**src/rtl/divisor_secuencial_pkg.sv**
```systemverilog
// Shared definitions for the sequential signed divider and sibling
// sequential arithmetic blocks: default width, FSM state encoding and
// iteration-counter sizing.
package divisor_secuencial_pkg;

  // Default operand/result width; the dividend is twice this wide.
  localparam int N_DEF = 8;

  // State encoding reused by the sequential arithmetic blocks.
  localparam int EST_W = 2;

  typedef enum logic [EST_W-1:0] {
    EST_IDLE = 2'd0,
    EST_CALC = 2'd1,
    EST_FIX  = 2'd2,
    EST_DONE = 2'd3
  } estado_t;

  // Width of the iteration counter that walks the 2n dividend bits.
  function automatic int cnt_ancho(input int n);
    return $clog2(2 * n) + 1;
  endfunction

endpackage

```
**src/rtl/divisor_secuencial_if.sv**
```systemverilog
// Request/result bundle of the sequential divider. The master drives the
// operands and start; the slave (the divider) returns results and status.
interface divisor_secuencial_if
  import divisor_secuencial_pkg::*;
#(
  parameter int N = N_DEF
);

  logic                  start;
  logic signed [2*N-1:0] dividendo;
  logic signed [N-1:0]   divisor;
  logic signed [N-1:0]   cociente;
  logic signed [N-1:0]   residuo;
  logic                  busy;
  logic                  done;
  logic                  overflow;
  logic                  div_cero;

  modport master (
    output start, dividendo, divisor,
    input  cociente, residuo, busy, done, overflow, div_cero
  );

  modport slave (
    input  start, dividendo, divisor,
    output cociente, residuo, busy, done, overflow, div_cero
  );

endinterface

```
**src/rtl/divisor_secuencial_valor_absoluto.sv**
```systemverilog
// Combinational magnitude of a signed value. The magnitude is one bit wider
// than the input so the most negative value converts without wrapping.
module valor_absoluto
  import divisor_secuencial_pkg::*;
#(
  parameter int W = 2 * N_DEF
) (
  input  logic [W-1:0] valor,
  output logic [W:0]   magnitud,
  output logic         signo
);

  logic [W:0] extendido_s;

  // Sign-extend by one bit, then negate when the input is negative.
  always_comb begin
    signo       = valor[W-1];
    extendido_s = {valor[W-1], valor};
    if (signo) begin
      magnitud = (~extendido_s) + {{W{1'b0}}, 1'b1};
    end else begin
      magnitud = extendido_s;
    end
  end

endmodule

```
**src/rtl/divisor_secuencial.sv**
```systemverilog
// Sequential signed divider: 2N-bit dividend by N-bit divisor, restoring
// division on magnitudes (one quotient bit per clock, MSB first), then sign
// fix-up with saturation and divide-by-zero reporting.
module divisor_secuencial
  import divisor_secuencial_pkg::*;
#(
  parameter int N = N_DEF
) (
  input  logic                  clk,
  input  logic                  reset,
  divisor_secuencial_if.slave   bus
);

  localparam int CW = cnt_ancho(N);
  localparam logic [CW-1:0]  ULTIMA  = CW'(2 * N - 1);
  localparam logic [2*N-1:0] LIM_POS = {{(N+1){1'b0}}, {(N-1){1'b1}}};
  localparam logic [2*N-1:0] LIM_NEG = {{N{1'b0}}, 1'b1, {(N-1){1'b0}}};
  localparam logic [N-1:0]   MAX_POS = {1'b0, {(N-1){1'b1}}};
  localparam logic [N-1:0]   MIN_NEG = {1'b1, {(N-1){1'b0}}};
  localparam logic [N-1:0]   UNO_N   = {{(N-1){1'b0}}, 1'b1};

  estado_t        estado_q, estado_d;
  logic [CW-1:0]  cnt_q, cnt_d;
  logic [2*N-1:0] quo_q, quo_d;         // dividend magnitude shifting out, quotient shifting in
  logic [2*N-1:0] rem_q, rem_d;         // partial remainder
  logic [N:0]     dvs_mag_q, dvs_mag_d;
  logic           sgn_coc_q, sgn_coc_d; // quotient sign
  logic           sgn_res_q, sgn_res_d; // remainder sign = dividend sign
  logic           cero_q, cero_d;
  logic [N-1:0]   cociente_q, cociente_d;
  logic [N-1:0]   residuo_q, residuo_d;
  logic           busy_q, busy_d;
  logic           done_q, done_d;
  logic           overflow_q, overflow_d;
  logic           div_cero_q, div_cero_d;

  logic [2*N:0]   dvd_mag_s;
  logic           dvd_neg_s;
  logic [N:0]     dvs_mag_s;
  logic           dvs_neg_s;
  logic [2*N:0]   desplazado_s;
  logic [2*N:0]   resta_s;
  logic           bit_q_s;
  logic           ovf_s;
  logic [N-1:0]   coc_fix_s;
  logic [N-1:0]   res_fix_s;

  valor_absoluto #(.W(2 * N)) u_abs_dividendo (
    .valor    (bus.dividendo),
    .magnitud (dvd_mag_s),
    .signo    (dvd_neg_s)
  );

  valor_absoluto #(.W(N)) u_abs_divisor (
    .valor    (bus.divisor),
    .magnitud (dvs_mag_s),
    .signo    (dvs_neg_s)
  );

  // One restoring step: shift in the next dividend bit and trial-subtract.
  always_comb begin
    desplazado_s = {rem_q, quo_q[2*N-1]};
    resta_s      = desplazado_s - {{N{1'b0}}, dvs_mag_q};
    bit_q_s      = ~resta_s[2*N];
  end

  // Sign application and range check on the finished magnitudes.
  always_comb begin
    if (sgn_coc_q) begin
      ovf_s     = (quo_q > LIM_NEG);
      coc_fix_s = (~quo_q[N-1:0]) + UNO_N;
    end else begin
      ovf_s     = (quo_q > LIM_POS);
      coc_fix_s = quo_q[N-1:0];
    end
    if (sgn_res_q) begin
      res_fix_s = (~rem_q[N-1:0]) + UNO_N;
    end else begin
      res_fix_s = rem_q[N-1:0];
    end
  end

  // Next-state and next-output logic of the control FSM.
  always_comb begin
    estado_d   = estado_q;
    cnt_d      = cnt_q;
    quo_d      = quo_q;
    rem_d      = rem_q;
    dvs_mag_d  = dvs_mag_q;
    sgn_coc_d  = sgn_coc_q;
    sgn_res_d  = sgn_res_q;
    cero_d     = cero_q;
    cociente_d = cociente_q;
    residuo_d  = residuo_q;
    busy_d     = busy_q;
    done_d     = 1'b0;
    overflow_d = overflow_q;
    div_cero_d = div_cero_q;
    case (estado_q)
      EST_IDLE: begin
        if (bus.start) begin
          // The top magnitude bit is always zero; it seeds the remainder so
          // the whole 2N+1-bit magnitude takes part in the division.
          quo_d     = dvd_mag_s[2*N-1:0];
          rem_d     = {{(2*N-1){1'b0}}, dvd_mag_s[2*N]};
          dvs_mag_d = dvs_mag_s;
          sgn_coc_d = dvd_neg_s ^ dvs_neg_s;
          sgn_res_d = dvd_neg_s;
          cero_d    = (bus.divisor == {N{1'b0}});
          cnt_d     = {CW{1'b0}};
          busy_d    = 1'b1;
          estado_d  = EST_CALC;
        end else begin
          estado_d  = EST_IDLE;
        end
      end
      EST_CALC: begin
        quo_d = {quo_q[2*N-2:0], bit_q_s};
        if (bit_q_s) begin
          rem_d = resta_s[2*N-1:0];
        end else begin
          rem_d = desplazado_s[2*N-1:0];
        end
        cnt_d = cnt_q + {{(CW-1){1'b0}}, 1'b1};
        if (cnt_q == ULTIMA) begin
          estado_d = EST_FIX;
        end else begin
          estado_d = EST_CALC;
        end
      end
      EST_FIX: begin
        if (cero_q) begin
          cociente_d = sgn_res_q ? MIN_NEG : MAX_POS;
          residuo_d  = {N{1'b0}};
          overflow_d = 1'b0;
          div_cero_d = 1'b1;
        end else if (ovf_s) begin
          cociente_d = sgn_coc_q ? MIN_NEG : MAX_POS;
          residuo_d  = {N{1'b0}};
          overflow_d = 1'b1;
          div_cero_d = 1'b0;
        end else begin
          cociente_d = coc_fix_s;
          residuo_d  = res_fix_s;
          overflow_d = 1'b0;
          div_cero_d = 1'b0;
        end
        estado_d = EST_DONE;
      end
      EST_DONE: begin
        done_d   = 1'b1;
        busy_d   = 1'b0;
        estado_d = EST_IDLE;
      end
      default: begin
        busy_d   = 1'b0;
        estado_d = EST_IDLE;
      end
    endcase
  end

  // State and output registers with synchronous reset.
  always_ff @(posedge clk) begin
    if (reset) begin
      estado_q   <= EST_IDLE;
      cnt_q      <= {CW{1'b0}};
      quo_q      <= {(2*N){1'b0}};
      rem_q      <= {(2*N){1'b0}};
      dvs_mag_q  <= {(N+1){1'b0}};
      sgn_coc_q  <= 1'b0;
      sgn_res_q  <= 1'b0;
      cero_q     <= 1'b0;
      cociente_q <= {N{1'b0}};
      residuo_q  <= {N{1'b0}};
      busy_q     <= 1'b0;
      done_q     <= 1'b0;
      overflow_q <= 1'b0;
      div_cero_q <= 1'b0;
    end else begin
      estado_q   <= estado_d;
      cnt_q      <= cnt_d;
      quo_q      <= quo_d;
      rem_q      <= rem_d;
      dvs_mag_q  <= dvs_mag_d;
      sgn_coc_q  <= sgn_coc_d;
      sgn_res_q  <= sgn_res_d;
      cero_q     <= cero_d;
      cociente_q <= cociente_d;
      residuo_q  <= residuo_d;
      busy_q     <= busy_d;
      done_q     <= done_d;
      overflow_q <= overflow_d;
      div_cero_q <= div_cero_d;
    end
  end

  assign bus.cociente = cociente_q;
  assign bus.residuo  = residuo_q;
  assign bus.busy     = busy_q;
  assign bus.done     = done_q;
  assign bus.overflow = overflow_q;
  assign bus.div_cero = div_cero_q;

endmodule

```
**src/flat_wrapper.sv**
```systemverilog
// flat-port wrapper written by rule: the top's interface ports become plain ports
module divisor_secuencial_flat import divisor_secuencial_pkg::*;
#(
  parameter int N = N_DEF
)
  (clk, reset, bus_start, bus_dividendo, bus_divisor, bus_cociente, bus_residuo, bus_busy, bus_done, bus_overflow, bus_div_cero);
  divisor_secuencial_if #(.N(N)) bus_i ();
  input  logic clk;
  input  logic reset;
  input wire logic [$bits(bus_i.start)-1:0] bus_start;
  input wire logic [$bits(bus_i.dividendo)-1:0] bus_dividendo;
  input wire logic [$bits(bus_i.divisor)-1:0] bus_divisor;
  output wire logic [$bits(bus_i.cociente)-1:0] bus_cociente;
  output wire logic [$bits(bus_i.residuo)-1:0] bus_residuo;
  output wire logic [$bits(bus_i.busy)-1:0] bus_busy;
  output wire logic [$bits(bus_i.done)-1:0] bus_done;
  output wire logic [$bits(bus_i.overflow)-1:0] bus_overflow;
  output wire logic [$bits(bus_i.div_cero)-1:0] bus_div_cero;
  assign bus_i.start = bus_start;
  assign bus_i.dividendo = bus_dividendo;
  assign bus_i.divisor = bus_divisor;
  assign bus_cociente = bus_i.cociente;
  assign bus_residuo = bus_i.residuo;
  assign bus_busy = bus_i.busy;
  assign bus_done = bus_i.done;
  assign bus_overflow = bus_i.overflow;
  assign bus_div_cero = bus_i.div_cero;
  divisor_secuencial #(.N(N)) u_core (.clk(clk), .reset(reset), .bus(bus_i));
endmodule
```
**config.mk**
```make
export PLATFORM = sky130hd
export DESIGN_NAME = divisor_secuencial_flat
export DESIGN_NICKNAME = d
export VERILOG_FILES = /design/src/rtl/divisor_secuencial_pkg.sv /design/src/rtl/divisor_secuencial_if.sv /design/src/rtl/divisor_secuencial_valor_absoluto.sv /design/src/rtl/divisor_secuencial.sv /design/src/flat_wrapper.sv
export SDC_FILE = /design/constraint.sdc
export NUM_CORES = 1
export LEC_CHECK = 0
export BUFFER_PORTS_ARGS = -buffer_cell sky130_fd_sc_hd__buf_4
export CORE_UTILIZATION = 53
export DETAILED_ROUTE_END_ITERATION = 12
export PLACE_DENSITY = 0.71
export SYNTH_ARGS = -nofsm -noshare
export SYNTH_HDL_FRONTEND = slang
export SYNTH_SLANG_ARGS = --single-unit
```
**constraint.sdc**
```tcl
create_clock -name clk -period 4.65 [get_ports clk]
set_clock_uncertainty 0.15 [all_clocks]
set_input_delay 0.6975 -clock clk [delete_from_list [all_inputs] [get_ports clk]]
set_output_delay 0.6975 -clock clk [all_outputs]
set_load 0.05 [all_outputs]
```
# Word level (Yosys, flattened, before mapping)
# Index checks and enable logic that the tools add are counted.
[word_totals]
register_bits = 71
inputBits = 27
out_inout_bits = 20
word_cells = 67
[classes]
n_addsub = 6
n_lt_le_gt_ge = 2
n_eq_ne = 5
mux = 27
bitwise_logic = 6
reduce_logical = 7
[op_table]
columns = ["op", "n"]
rows = [
  ["8-bit two-way mux", 8],
  ["16-bit case mux with 2 select lines", 2],
  ["16-bit two-way mux", 3],
  ["17-bit by 1-bit adder with 17-bit output (second input constant)", 1],
  ["17-bit two-way mux", 1],
  ["17-bit inverter", 1],
  ["17-bit by 9-bit subtractor with 17-bit output", 1],
  ["8-bit by 1-bit adder with 8-bit output (second input constant)", 2],
  ["16-bit by 7-bit greater-than comparator with 1-bit output (second input constant)", 1],
  ["16-bit by 8-bit greater-than comparator with 1-bit output (second input constant)", 1],
  ["8-bit inverter", 2],
  ["5-bit case mux with 2 select lines", 1],
  ["9-bit by 1-bit adder with 9-bit output (second input constant)", 1],
  ["9-bit two-way mux", 1],
  ["9-bit inverter", 1],
  ["8-bit logical NOT", 1],
  ["2-bit case mux with 4 select lines", 1],
  ["1-bit two-way mux", 7],
  ["2-bit AND reduction", 3],
  ["5-bit by 1-bit adder with 5-bit output (second input constant)", 1],
  ["5-bit by 4-bit == test with 1-bit output (second input constant)", 1],
  ["5-bit two-way mux", 1],
  ["2-bit == test (second input constant)", 2],
  ["2-bit nonzero test", 2],
  ["7 further kinds", 7],
]

# Longest topological paths before layout
[depth]
ltp_word = 5
depth_mapped = 10
mapped_depth_nobuf = 9

# By module
# From an unflattened synthesis, not the netlist that was laid out.
[unflattened]
hier_cells = 546
area_unflattened_um2 = 4274.1
[by_module_without_submodules]
columns = ["module", "instances", "cells_each", "area_each_um2", "seq_area_each_um2"]
rows = [
  ["divisor_secuencial", 1, 475, 3738.6, 1421.4],
  ["valor_absoluto at u_core.u_abs_dividendo", 1, 47, 352.8, 0.0],
  ["valor_absoluto at u_core.u_abs_divisor", 1, 24, 182.7, 0.0],
]

# Worst setup path after synthesis
# OpenSTA, ideal clock, no wires.
[synth_timing]
path_kind = "reg2reg"
start = "register u_core.quo_q[15]"
end = "register u_core.rem_q[4]"
setup_ns = 0.127
arrival_time_ns = 2.404
required_ns = 4.373
path_slack_ns = 1.969
stages_incl_launch_ff = 11
path_buffers = 1
synth_period_minus_slack_ns = 2.681
path_cell_list = "dfxtp_1 inv_1 ha_1 fa_1 nand2b_1 a2111oi_2 nor3_1 a221oi_4 buf_8 mux2i_1 o21ai_1"
[synth_between]
elab_chain_cells = 3
[synth_rtl]
columns = ["element", "line", "source"]
rows = [
  ["from (decl)", "divisor_secuencial.sv:24", "logic [2*N-1:0] quo_q, quo_d;"],
  ["from (signal assigned)", "divisor_secuencial.sv:167", "quo_q <= {(2*N){1'b0}};"],
  ["from (signal assigned)", "divisor_secuencial.sv:182", "quo_q <= quo_d;"],
  ["17-bit by 9-bit subtractor with 17-bit output", "divisor_secuencial.sv:63", "resta_s = desplazado_s - {{N{1'b0}}, dvs_mag_q};"],
  ["16-bit two-way mux", "divisor_secuencial.sv:119", "if (bit_q_s) begin"],
  ["16-bit case mux with 2 select lines", "divisor_secuencial.sv:99", "case (estado_q)"],
  ["to (signal assigned)", "divisor_secuencial.sv:168", "rem_q <= {(2*N){1'b0}};"],
  ["to (signal assigned)", "divisor_secuencial.sv:183", "rem_q <= rem_d;"],
  ["to (decl)", "divisor_secuencial.sv:25", "logic [2*N-1:0] rem_q, rem_d;"],
]
# Every way passes these cells.
# A chain may end at the register's enable or synchronous reset.

# Final worst setup path
[layout_timing]
start = "register u_core.quo_q[15]"
end = "register u_core.rem_q[13]"
# Same word-level chain as after synthesis.

==> run_results.csv <==
group,metric,value,unit
synth,synthesis.area_per_instance,8.14,um^2
synth,top_cell_type_by_total_area_after_synthesis,"sky130_fd_sc_hd__dfxtp_1",
critical_path,timing.rr.start,"u_core.quo_q[15]",
drt,drt_pass1_iterations,7,
timing,post-route-period-util,69.2,%
synth,area_share_of_the_largest_cell_type_after_synthesis,33.6,%
pwr,cellLeakagePower,1.96,nW
synth,synth_top_flop_cell,"sky130_fd_sc_hd__dfxtp_1",
synth,synth_mux_area_share,2.39,%
drt,drt_first_iter_violations,218,
final_layout,post_route_cells_drive_above_1_share,15.0,%
synth,yosysSeqAreaShare,33.6,%
synth,synthSimpleGateAreaFrac,22.5,%
final_layout,antenna_cells,0,
clock_network,cts_resized,0,
synth,ys_top_cells_by_area,"sky130_fd_sc_hd__dfxtp_1, sky130_fd_sc_hd__nor2_1, sky130_fd_sc_hd__ha_1",
floorplanning,start_util,54.8,%
timing,maxClockFrequency,0.311,GHz
synth,synth_nets,563,
final_layout,fin_area,4830,um^2
placed_design,dp.final_hpwl,6.86,mm
drt,detailroute.via_count,3815,
timing,totalNegativeSetupSlack,0,ns
critical_path,worst_ep_arrival_time,3.31,ns
synth,synth_common_cells,"sky130_fd_sc_hd__dfxtp_1, sky130_fd_sc_hd__nor2_1, sky130_fd_sc_hd__nand2_1",
drt,route.final.wire_length,9.73,mm
timing,finalSetupViolations,0,
placed_design,place_worst_setup_slack,1.42,ns
synth,synth-compound-area-share,23.8,%
clock_network,clk_root_buffer_cell,"sky130_fd_sc_hd__clkbuf_8",
clock_network,numCtsBuffers,9,
global_route,grt_start_max_net_pins,62,
synth,fraction_of_the_mapped_netlist_area_in_adder_cells,4.90,%
timing,worst_slew_margin_rel,24.4,%
floorplanning,die_area,8350,um^2
drt,mean_number_of_vias_per_cell,5.83,
synth,synthCells,520,
synth,yosys.cell_count.top_type,"sky130_fd_sc_hd__dfxtp_1",
final_layout,layoutNonFillerInstCount,654,
critical_path,required,4.74,ns
timing,maxSlewViolCount,0,
final_layout,area.growth.synth_to_final,14.0,%
placed_design,buffer_ports.inserted,46,
clock_network,clk-insertion-delay-late,0.35,ns
global_route,grt_pass1_wl,16.4,mm
synth,synth_top_family_by_area,"compound AO/OA/AOI/OAI gates",
global_route,globalRouteTotalUtil,24.4,%
clock_network,cts.reportedPaths.clkPinSlew,0.08,ns
hold_path,min-delay-path-class,"reg2reg",
hold_path,whs_endpoint,"u_core.dvs_mag_q[8]",
hold_path,instance_count_along_the_most_critical_hold_path,2,
global_route,globalRouteOverflowTotal,0,
synth,mappedNetlistArea,4240,um^2
clock_network,cts_hold_buffers,0,
global_route,number_of_antenna_violations_at_the_first_check_in_global_routing,0,
timing,tightestPinTransition,1.13,ns
floorplanning,core-area,7730,um^2
critical_path,worstPathMaxFanout,19,
floorplanning,pin_count,47,
timing,finalWorstPathRequiredPeriod,3.22,ns
drt,drt-wirelength-per-cell,14.9,um
flow_run,drv_cap,0,
pwr,vdd.ir_drop.worst,0.000419,V
drt,postRouteAntennaNets,0,
synth,synth_enable_flop_cells,0,
synth,synth-xor-area-share,7.86,%
clock_network,h_tree_levels,3,
clock_network,clock_sink_count,71,
critical_path,start_kind,"flip-flop",
floorplanning,die_w,91.4,um
floorplanning,num_rows,32,
critical_path,reg2reg_depth,9,
critical_path,path_class,"reg2reg",
placed_design,dp.cells,638,
placed_design,place_area,4590,um^2
synth,ys_seq_elements,71,
outcome,outcome,"finished, final reports clean",
hold_path,timing.hold.worst.start,"u_core.dvs_mag_q[8]",
timing,final.hold.worst_slack,0.310,ns
placed_design,gp_congestion,0.825,
synth,ys_warn_count,0,
global_route,grt_pass1_vias,3488,
final_layout,nets,590,
timing,rsz0062_at_grt,"false",
drt,drc_errors,0,
synth,synthDistinctLibCells,63,
critical_path,setup_slack_of_the_most_critical_reg_to_reg_path,1.43,ns
floorplanning,dieHeight,91.4,um
timing,finalHoldViolations,0,
critical_path,setup.worst_path.end_class,"flip-flop",
critical_path,crit-reg2reg-capture,"u_core.rem_q[13]",
pwr,power.density_cell_area,555,nW/um^2
clock_network,cts-root-to-sink-buffers,2,
clock_network,tritoncts,"built",
clock_network,post-cts-setup-buffers,0,
synth,synthArstFlopShare,0,%
timing,post-route-worst-setup-slack,1.43,ns
## stage by stage
stage	power [mW]	utilization, %
finish	2.68	62.5
global route	2.85	62.5
CTS	2.68	62.5
detailed placement	2.08	59.4
global placement	2.05	59.4
floorplan	1.90	-
## worst max-delay path by stage
stage,from,end
final,u_core.quo_q[15],u_core.rem_q[13]
after detailed placement,u_core.quo_q[15],u_core.rem_q[9]
after CTS,u_core.quo_q[15],u_core.rem_q[9]
after floorplan,u_core.quo_q[15],u_core.rem_q[4]
after global routing,u_core.quo_q[15],u_core.rem_q[13]
after global placement,u_core.quo_q[15],u_core.rem_q[13]
## placed cells by master, fill, tap and decap left out, types with 4 or more instances in the layout
master / n
sky130_fd_sc_hd__or2_2: 5
sky130_fd_sc_hd__nor2_1: 66
sky130_fd_sc_hd__a211oi_1: 10
sky130_fd_sc_hd__inv_1: 22
sky130_fd_sc_hd__a22oi_1: 13
sky130_fd_sc_hd__mux2i_1: 9
sky130_fd_sc_hd__dfxtp_1: 71
sky130_fd_sc_hd__o31ai_1: 11
sky130_fd_sc_hd__clkbuf_8: 9
sky130_fd_sc_hd__nor2b_1: 8
sky130_fd_sc_hd__or3_1: 4
sky130_fd_sc_hd__xnor2_1: 18
sky130_fd_sc_hd__a222oi_1: 10
sky130_fd_sc_hd__nand2_1: 49
sky130_fd_sc_hd__nand3_1: 12
sky130_fd_sc_hd__nand4_1: 4
sky130_fd_sc_hd__and3_1: 4
sky130_fd_sc_hd__buf_4: 48
sky130_fd_sc_hd__a31oi_1: 5
sky130_fd_sc_hd__a21oi_1: 28
sky130_fd_sc_hd__o21ai_1: 7
sky130_fd_sc_hd__nor3_1: 9
sky130_fd_sc_hd__a21o_1: 5
sky130_fd_sc_hd__nand2b_1: 11
sky130_fd_sc_hd__o21ai_0: 17
sky130_fd_sc_hd__ha_1: 15
sky130_fd_sc_hd__xor2_1: 20
sky130_fd_sc_hd__nor4_1: 5
## logic make-up after synthesis
group                      after synthesis
buffers and inverters                   54
AOI/OAI and AO/OA                      137
xor gates and xnor gates                38
adders and majority gates               16
muxes                                   10
DFF                                     71
and+or+nand+nor                        194
## registers in the layout (all words and copies together), names as in the netlist, named ones only
signal and count:
u_core.cnt_q 5, u_core.bus.residuo 8, u_core.cero_q 1, u_core.rem_q 16, u_core.bus.busy 1, u_core.bus.done 1
u_core.bus.div_cero 1, u_core.sgn_res_q 1, u_core.bus.cociente 8, u_core.estado_q 1, u_core.quo_q 16, u_core.dvs_mag_q 9
u_core.bus.overflow 1, u_core.sgn_coc_q 1
## power by group
part	internal [mW]	total [mW]	switching [mW]
Combinational	0.579	1.29	0.713
Sequential	0.679	0.789	0.110
Clock	0.356	0.600	0.244
Total	1.61	2.68	1.07
## final cells by class
type                       instances  area, um^2
clock buffer                      10         128
clock inverter                     6         109
fill                             679        2900
inverter                          22        82.6
multi-input combinational        395        2600
sequential                        71        1420
tap                              102         128
timing repair buffer              48         360
## worst max-delay path: stages, from the launching register on
cell	delay [ns]
sky130_fd_sc_hd__dfxtp_1	0.37
sky130_fd_sc_hd__inv_1	0.07
sky130_fd_sc_hd__ha_1	0.21
sky130_fd_sc_hd__fa_1	0.40
sky130_fd_sc_hd__nand2b_1	0.22
sky130_fd_sc_hd__a2111oi_2	0.31
sky130_fd_sc_hd__nor3_1	0.12
sky130_fd_sc_hd__a221oi_4	0.82
sky130_fd_sc_hd__a31oi_1	0.16
sky130_fd_sc_hd__a221o_1	0.29
## per-layer routing
layer,vias to the layer above,GRT usage (%),wire length [um],share of wire (%)
met5,-,0,0,0
met4,0,10.6,141,1.4
met3,12,3.43,486,5.0
met2,116,36.2,4210,43
met1,1768,35.1,4890,50
li1,1919,-,-,-
(Power assumes the default switching activity.)
